## config.mk

```make
export PLATFORM = sky130hd
export DESIGN_NAME = uart_tx_arbiter
export DESIGN_NICKNAME = d
export VERILOG_FILES = /design/src/rtl/uart_tx_arbiter.sv
export SDC_FILE = /design/constraint.sdc
export NUM_CORES = 1
export LEC_CHECK = 0
export CAP_MARGIN = 20
export CORE_ASPECT_RATIO = 0.8
export CORE_MARGIN = 3
export CORE_UTILIZATION = 55
export CTS_BUF_LIST = sky130_fd_sc_hd__clkbuf_2
export DETAILED_ROUTE_END_ITERATION = 10
export MAX_ROUTING_LAYER = met4
export PLACE_DENSITY = 0.95
export RECOVER_POWER = 25
export SLEW_MARGIN = 20
export SYNTH_ARGS = -nofsm -noshare
export SYNTH_HDL_FRONTEND = slang
export SYNTH_SLANG_ARGS = --single-unit
```

## constraint.sdc

```tcl
create_clock -name i_clk -period 5.15 [get_ports i_clk]
set_clock_uncertainty 0.15 [all_clocks]
set_input_delay 1.03 -clock i_clk [delete_from_list [all_inputs] [get_ports i_clk]]
set_output_delay 1.03 -clock i_clk [all_outputs]
set_load 0.02 [all_outputs]
```

## src/rtl/uart_tx_arbiter.sv

```systemverilog
// uart_tx_arbiter: shares one UART transmitter between NUM_REQ byte-stream
// requesters. Round-robin selection; the winner keeps the transmitter until it
// sends EOP_CHAR, hits MAX_BURST bytes, or stays idle for IDLE_TIMEOUT cycles.
// One registered output slot sits in front of the uart_tx valid/ready port.
//
// state    | meaning
// ---------+--------------------------------------------------------------
// S_IDLE   | no owner; arbitrate among valid requesters
// S_LOCKED | owner streams bytes into the output slot
// S_DRAIN  | owner released; wait for the held byte to leave, then go idle
module uart_tx_arbiter #(
  parameter int                NUM_REQ      = 2,
  parameter int                WIDTH        = 8,
  parameter logic [WIDTH-1:0]  EOP_CHAR     = WIDTH'(8'h0A),
  parameter int                MAX_BURST    = 16,
  parameter int                IDLE_TIMEOUT = 255
) (
  input  logic                     i_clk,
  input  logic                     i_rst,
  input  logic [NUM_REQ-1:0]       i_req_valid,
  input  logic [NUM_REQ*WIDTH-1:0] i_req_data,
  output logic [NUM_REQ-1:0]       o_req_ready,
  output logic [WIDTH-1:0]         o_tx_data,
  output logic                     o_tx_valid,
  input  logic                     i_tx_ready,
  output logic [NUM_REQ-1:0]       o_grant,
  output logic                     o_busy
);

  localparam int GW = (NUM_REQ > 1) ? $clog2(NUM_REQ) : 1;
  localparam int BW = (MAX_BURST > 1) ? $clog2(MAX_BURST + 1) : 1;
  localparam int TW = (IDLE_TIMEOUT > 1) ? $clog2(IDLE_TIMEOUT) : 1;

  typedef enum logic [1:0] {
    S_IDLE   = 2'd0,
    S_LOCKED = 2'd1,
    S_DRAIN  = 2'd2
  } state_t;

  state_t             state;
  logic [NUM_REQ-1:0] grant;
  logic [GW-1:0]      grant_idx;
  logic [GW-1:0]      last_owner;
  logic [BW-1:0]      burst_cnt;
  logic [TW-1:0]      idle_cnt;
  logic [WIDTH-1:0]   tx_data;
  logic               tx_valid;

  logic               arb_found;
  logic [GW-1:0]      arb_idx;
  logic [GW-1:0]      cand;
  logic               sel_valid;
  logic [WIDTH-1:0]   sel_data;
  logic               slot_free;
  logic               req_xfer;
  logic               tx_xfer;
  logic               eop_hit;
  logic               burst_hit;
  logic               timeout_hit;

  // Round-robin pick: first valid requester searching upward from last_owner+1.
  always_comb begin
    arb_found = 1'b0;
    arb_idx   = '0;
    cand      = '0;
    for (int i = 1; i <= NUM_REQ; i++) begin
      cand = GW'((int'(last_owner) + i) % NUM_REQ);
      if (!arb_found && i_req_valid[cand]) begin
        arb_found = 1'b1;
        arb_idx   = cand;
      end
    end
  end

  // Mux the owner's valid/data using the one-hot grant register.
  always_comb begin
    sel_valid = 1'b0;
    sel_data  = '0;
    for (int k = 0; k < NUM_REQ; k++) begin
      if (grant[k]) begin
        sel_valid = i_req_valid[k];
        sel_data  = i_req_data[k*WIDTH +: WIDTH];
      end
    end
  end

  // Ready depends only on registered state and i_tx_ready, never on valid,
  // so there is no combinational path from requester valid back to ready.
  assign slot_free   = !tx_valid || i_tx_ready;
  assign o_req_ready = (state == S_LOCKED && slot_free) ? grant : '0;
  assign req_xfer    = (state == S_LOCKED) && slot_free && sel_valid;
  assign tx_xfer     = tx_valid && i_tx_ready;
  assign eop_hit     = (sel_data == EOP_CHAR);
  assign burst_hit   = (MAX_BURST != 0) && ((int'(burst_cnt) + 1) == MAX_BURST);
  assign timeout_hit = (IDLE_TIMEOUT != 0) && (int'(idle_cnt) == IDLE_TIMEOUT - 1);

  // Arbitration FSM with the registered output slot and grant/counter state.
  always_ff @(posedge i_clk) begin
    if (i_rst) begin
      state      <= S_IDLE;
      grant      <= '0;
      grant_idx  <= '0;
      last_owner <= GW'(NUM_REQ - 1);
      burst_cnt  <= '0;
      idle_cnt   <= '0;
      tx_data    <= '0;
      tx_valid   <= 1'b0;
    end else begin
      case (state)
        S_IDLE: begin
          if (arb_found) begin
            grant     <= NUM_REQ'(1) << arb_idx;
            grant_idx <= arb_idx;
            burst_cnt <= '0;
            idle_cnt  <= '0;
            state     <= S_LOCKED;
          end
        end
        S_LOCKED: begin
          if (req_xfer) begin
            tx_data   <= sel_data;
            tx_valid  <= 1'b1;
            burst_cnt <= burst_cnt + 1'b1;
            idle_cnt  <= '0;
            if (eop_hit || burst_hit) begin
              state <= S_DRAIN;
            end
          end else begin
            if (tx_xfer) begin
              tx_valid <= 1'b0;
            end
            if (!sel_valid) begin
              idle_cnt <= idle_cnt + 1'b1;
              if (timeout_hit) begin
                state <= S_DRAIN;
              end
            end
          end
        end
        S_DRAIN: begin
          if (!tx_valid || tx_xfer) begin
            tx_valid   <= 1'b0;
            last_owner <= grant_idx;
            grant      <= '0;
            state      <= S_IDLE;
          end
        end
        default: begin
          state <= S_IDLE;
          grant <= '0;
        end
      endcase
    end
  end

  assign o_tx_data  = tx_data;
  assign o_tx_valid = tx_valid;
  assign o_grant    = grant;
  assign o_busy     = (state != S_IDLE);

endmodule

```

== Word-level counts from Yosys, hierarchy flattened ==
Index checks and enable logic that the tools add are counted.

* Bits in registers: 28
* Output and inout port bits: 14
* Input port bits: 21
* Logic and storage cells: 83

* Equal/unequal tests: 12
* $add $sub $neg: 5
* Reduce and logical (&&, ||, !) cells: 21
* Shift-type cells: 1
* Mux-type cells: 33
* Bitwise gates (word level): 1
* $lt $le $gt $ge: 2

{| class="wikitable"
|+ Operators with widths
! kind !! count
|-
| $mux W8 || 5
|-
| $mux W2 || 8
|-
| $pmux W8 S2 || 1
|-
| $mux W1 || 13
|-
| $pmux W2 S3 || 2
|-
| $reduce_and A3 Y1 || 4
|-
| $mux W5 || 2
|-
| $pmux W5 S2 || 1
|-
| $ne A3 B3 Y1 const B || 3
|-
| $add A8 B1 Y8 const B || 1
|-
| $eq A8 B2 Y1 const B || 1
|-
| $eq A8 B4 Y1 const B || 1
|-
| $add A5 B1 Y6 const B || 1
|-
| $eq A6 B5 Y1 const B || 1
|-
| $ne A2 B2 Y1 const B || 3
|-
| $reduce_and A2 Y1 || 3
|-
| $reduce_bool A2 Y1 || 3
|-
| $add A5 B1 Y5 const B || 1
|-
| $reduce_and A5 Y1 || 1
|-
| $logic_and A1 B1 Y1 || 4
|-
| $lt A1 B2 Y1 const B || 2
|-
| $logic_or A1 B1 Y1 || 3
|-
| $ne A3 B2 Y1 const B || 1
|-
| $add A1 B1 Y1 const B || 2
|-
| other kinds (7) || 8
|}

== Depth between registers and ports, before layout ==
* Depth in word-level cells: 10
* Gate-level depth with buffers: 7
* Gate-level depth less buffers: 5

== Worst setup path before layout ==
No wires, ideal clock.

* Kind: in2out
* From: input i_tx_ready
* To: output o_req_ready[0]
* Arrival time: 1.653 ns
* Stages on the path: 2
* Path buffers: 0
* Required time: 3.970 ns
* Setup slack: 2.317 ns
* Path through: nor2b_1 nor3b_1

* Cells in the longest elaborated chain, start to end: 3

{| class="wikitable"
|+ Ends and longest elaborated chain
! what !! RTL line !! RTL
|-
| start, declared || 25 || <nowiki>input logic i_tx_ready,</nowiki>
|-
| $logic_or A1 B1 Y1 || 89 || <nowiki>assign slot_free = !tx_valid || i_tx_ready;</nowiki>
|-
| $logic_and A1 B1 Y1 || 90 || <nowiki>assign o_req_ready = (state == S_LOCKED && slot_free) ? grant : '0;</nowiki>
|-
| $mux W2 || 90 ||
|-
| end, declared || 22 || <nowiki>output logic [NUM_REQ-1:0] o_req_ready,</nowiki>
|}

No other way between the ends.

== Worst setup path after layout ==
Ends and elaborated chain as after synthesis.

==> results.py <==
metrics = {
    "clocking": {
        "numClockSinks": 28,
        "root_buffer": "clkbuf_2",
        "hold_buffers": 0,
        "clk_pin_slew_ns": 0.24,
        "ctsResizeCount": 0,
        "cts.path.max_buffers": 2,
        "cts_setup_buffers": 0,
        "insertion_delay_ns": 0.35,
        "h-tree-depth": 1,
        "cts_tree": "built",
        "cts_made_buffers": 3,
    },
    "pwr": {
        "p_int_uw": 290,
        "total_power_uw": 422,
        "power.leakage_nw": 0.668,
        "seqPwrFrac_pct": 57.3,
        "p_sw_share_pct": 31.3,
        "switchingPower_uw": 132,
        "power_frac_comb_pct": 24.4,
        "powerDensity_nw_per_um2": 221,
        "p_clk_share_pct": 18.3,
        "ir_drop_v": 0.000201,
    },
    "place": {
        "io_buffer_count": 34,
        "routabilityCongestion": 0.836,
        "dpl_cell_area_um2": 1890,
        "placed_cells": 248,
        "dp_slack_ns": 1.45,
        "hpwl_um": 3010,
    },
    "synthesis": {
        "synth_edf_count": 0,
        "synth-seq-cells": 28,
        "synth_cell_types": 47,
        "synth_top_area_share_pct": 35.6,
        "ys_seq_area_share_pct": 35.6,
        "synth_fp_nets": 213,
        "avgSynthCellArea_um2": 8.34,
        "syn-instance-count": 189,
        "synthFlopType": "dfxtp_1",
        "yosysTopAreaCell": "dfxtp_1",
        "synth.area.top_cells": "dfxtp_1, a21oi_1, nor3_1",
        "synthArstFlopShare_pct": 0,
        "yosysWarningCount": 0,
        "syn_area_um2": 1580,
    },
    "finish": {
        "drive_gt1_share_pct": 5.12,
        "mostFrequentLayoutCells": "dfxtp_1, clkdlybuf4s50_1, a21oi_1",
        "utilization_pct": 73.9,
        "fin_nets": 241,
        "final_cells": 251,
        "antenna_cells": 0,
        "synthToLayoutAreaGrowth_pct": 21.1,
        "final_common_cell": "dfxtp_1",
        "fillers": 174,
        "fin_area_um2": 1910,
    },
    "timing": {
        "post-route-period-util_pct": 72.4,
        "setup_ws_ns": 1.42,
        "finalHoldViolations": 0,
        "rsz0062_at_grt": "no",
        "holdWs_ns": 0.330,
        "setup_violations": 0,
        "tns_ns": 0,
        "tightestPinTransition_ns": 0.933,
        "max_freq_mhz": 268,
        "relSlewSlack_pct": 37.2,
        "layout_min_cycle_time_ns": 3.73,
        "drv_slew": 0,
    },
    "route": {
        "vias": 1576,
        "met2_length_um": 1940,
        "wl_met3_um": 212,
        "drt-initial-drc-count": 111,
        "ant_nets": 0,
        "wl_per_cell_um": 15.9,
        "vias_per_cell": 6.28,
        "dr.max_layer_used": "met4",
        "drt-total-wl_um": 3990,
        "drc": 0,
        "drt_pass1_iterations": 4,
        "wl_met1_um": 1790,
    },
    "hold_path": {
        "min_path_cells": 2,
        "hold_class": "flip-flop to flip-flop",
    },
    "setup_path": {
        "cp-end-kind": "output pin",
        "crit_buf_inv": 2,
        "cp_top_family": "buffers and inverters",
        "crit_path_max_fanout": 6,
        "arrival_ns": 2.55,
        "cp.required_ns": 3.97,
        "cpMostUsedCell": "clkdlybuf4s50_1",
        "worstSetupPathType": "primary input to output pin",
        "crit_path_start_kind": "primary input",
        "worstPathCellList": "clkdlybuf4s50_1 > nor2b_1 > nor3b_1 > clkdlybuf4s50_1",
        "cpPeakStageDelay_ns": 0.56,
        "cp_num_cells": 4,
        "r2r_cells": 4,
        "cpMaxStageDelayCell": "clkdlybuf4s50_1",
    },
    "global_routing": {
        "grt.overflow.total": 0,
        "grt_pass1_vias": 1481,
        "grt_pass1_wl_um": 6690,
        "grt_max_degree": 20,
        "antenna_found_initial": 0,
        "grt.total_usage_pct": 24.9,
    },
    "outcome": {
        "status": "finished, final reports clean",
    },
    "floorplanning": {
        "dieHeight_um": 53.9,
        "pin_count": 35,
        "core_area_um2": 2580,
        "num_rows": 16,
        "die_w_um": 65.9,
        "start_util_pct": 61.0,
        "die-area_um2": 3550,
    },
    "job": {
        "drv_cap": 0,
    },
}
-- layer usage --
layer,vias to the layer above,global-route usage (%)
met3,6,5.64
met5,-,-
met4,0,6.21
met2,49,41.3
met1,751,30.9
li1,770,-
-- worst min-delay path, delay by kind of cell (launching register included) --
| kind | cells | cell delay [ns] |
|---|---|---|
| DFF | 1 | 0.37 |
| and+or+nand+nor | 1 | 0.05 |
| AOI/OAI and AO/OA | 1 | 0.05 |
-- final timing paths --
check | end | slack (ns) | from
hold / removal | grant_idx | 0.33 | grant_idx
setup / recovery | o_req_ready[0] | 1.42 | i_tx_ready
setup reg to reg | burst_cnt[4] | 2.59 | o_grant[1]
hold reg to reg | grant_idx | 0.33 | grant_idx
-- power by group through the flow --
stage	sequential (mW)	clock, mW	combinational [mW]
floorplan	0.246	0	0.0590
global placement	0.244	0	0.0990
detailed placement	0.245	0	0.103
CTS	0.241	0.0782	0.103
global route	0.244	0.0853	0.112
finish	0.242	0.0770	0.103
-- cell type report --
cell class,count,area [um2],share of cell area [%]
Multi-Input combinational cell,143,922,48.3
Sequential cell,28,561,29.4
Inverter,7,26.3,1.38
Clock buffer,3,15.0,0.786
Timing Repair Buffer,34,340,17.8
Tap cell,36,45.0,2.36
-- synth_stat cells (2+ instances only) --
cell	number
clkbuf_1	5
o21ai_0	7
dfxtp_1	28
or4b_2	2
or3_1	4
mux2i_1	3
or4_1	6
a221oi_1	6
o31ai_1	4
ha_1	3
nand4b_1	2
buf_6	3
nor2_1	15
nor2b_1	2
nand3b_1	3
a311o_1	2
nand3_1	7
nand2_1	12
o22ai_1	2
a211oi_1	2
a211oi_2	2
a21oi_1	18
nand2b_1	5
nor3_1	12
inv_1	7
nand4_1	3
and2_1	2
buf_2	3
-- flip-flops by register name, summed over array words and instances, names as in the netlist --
| register | cells |
|---|---|
| last_owner | 1 |
| o_grant | 2 |
| grant_idx | 1 |
| o_tx_valid | 1 |
| burst_cnt | 5 |
| idle_cnt | 8 |
| state | 2 |
| o_tx_data | 8 |
-- cell families after synthesis --
logic type	after synthesis	share of synthesized area (%)
AOI/OAI and AO/OA	56	25.1
adders and majority gates	3	2.38
buffers and inverters	18	5.95
DFF	28	35.6
muxes	3	1.90
and+or+nand+nor	81	29.1
Note: power is estimated with default switching activity, not from simulation.
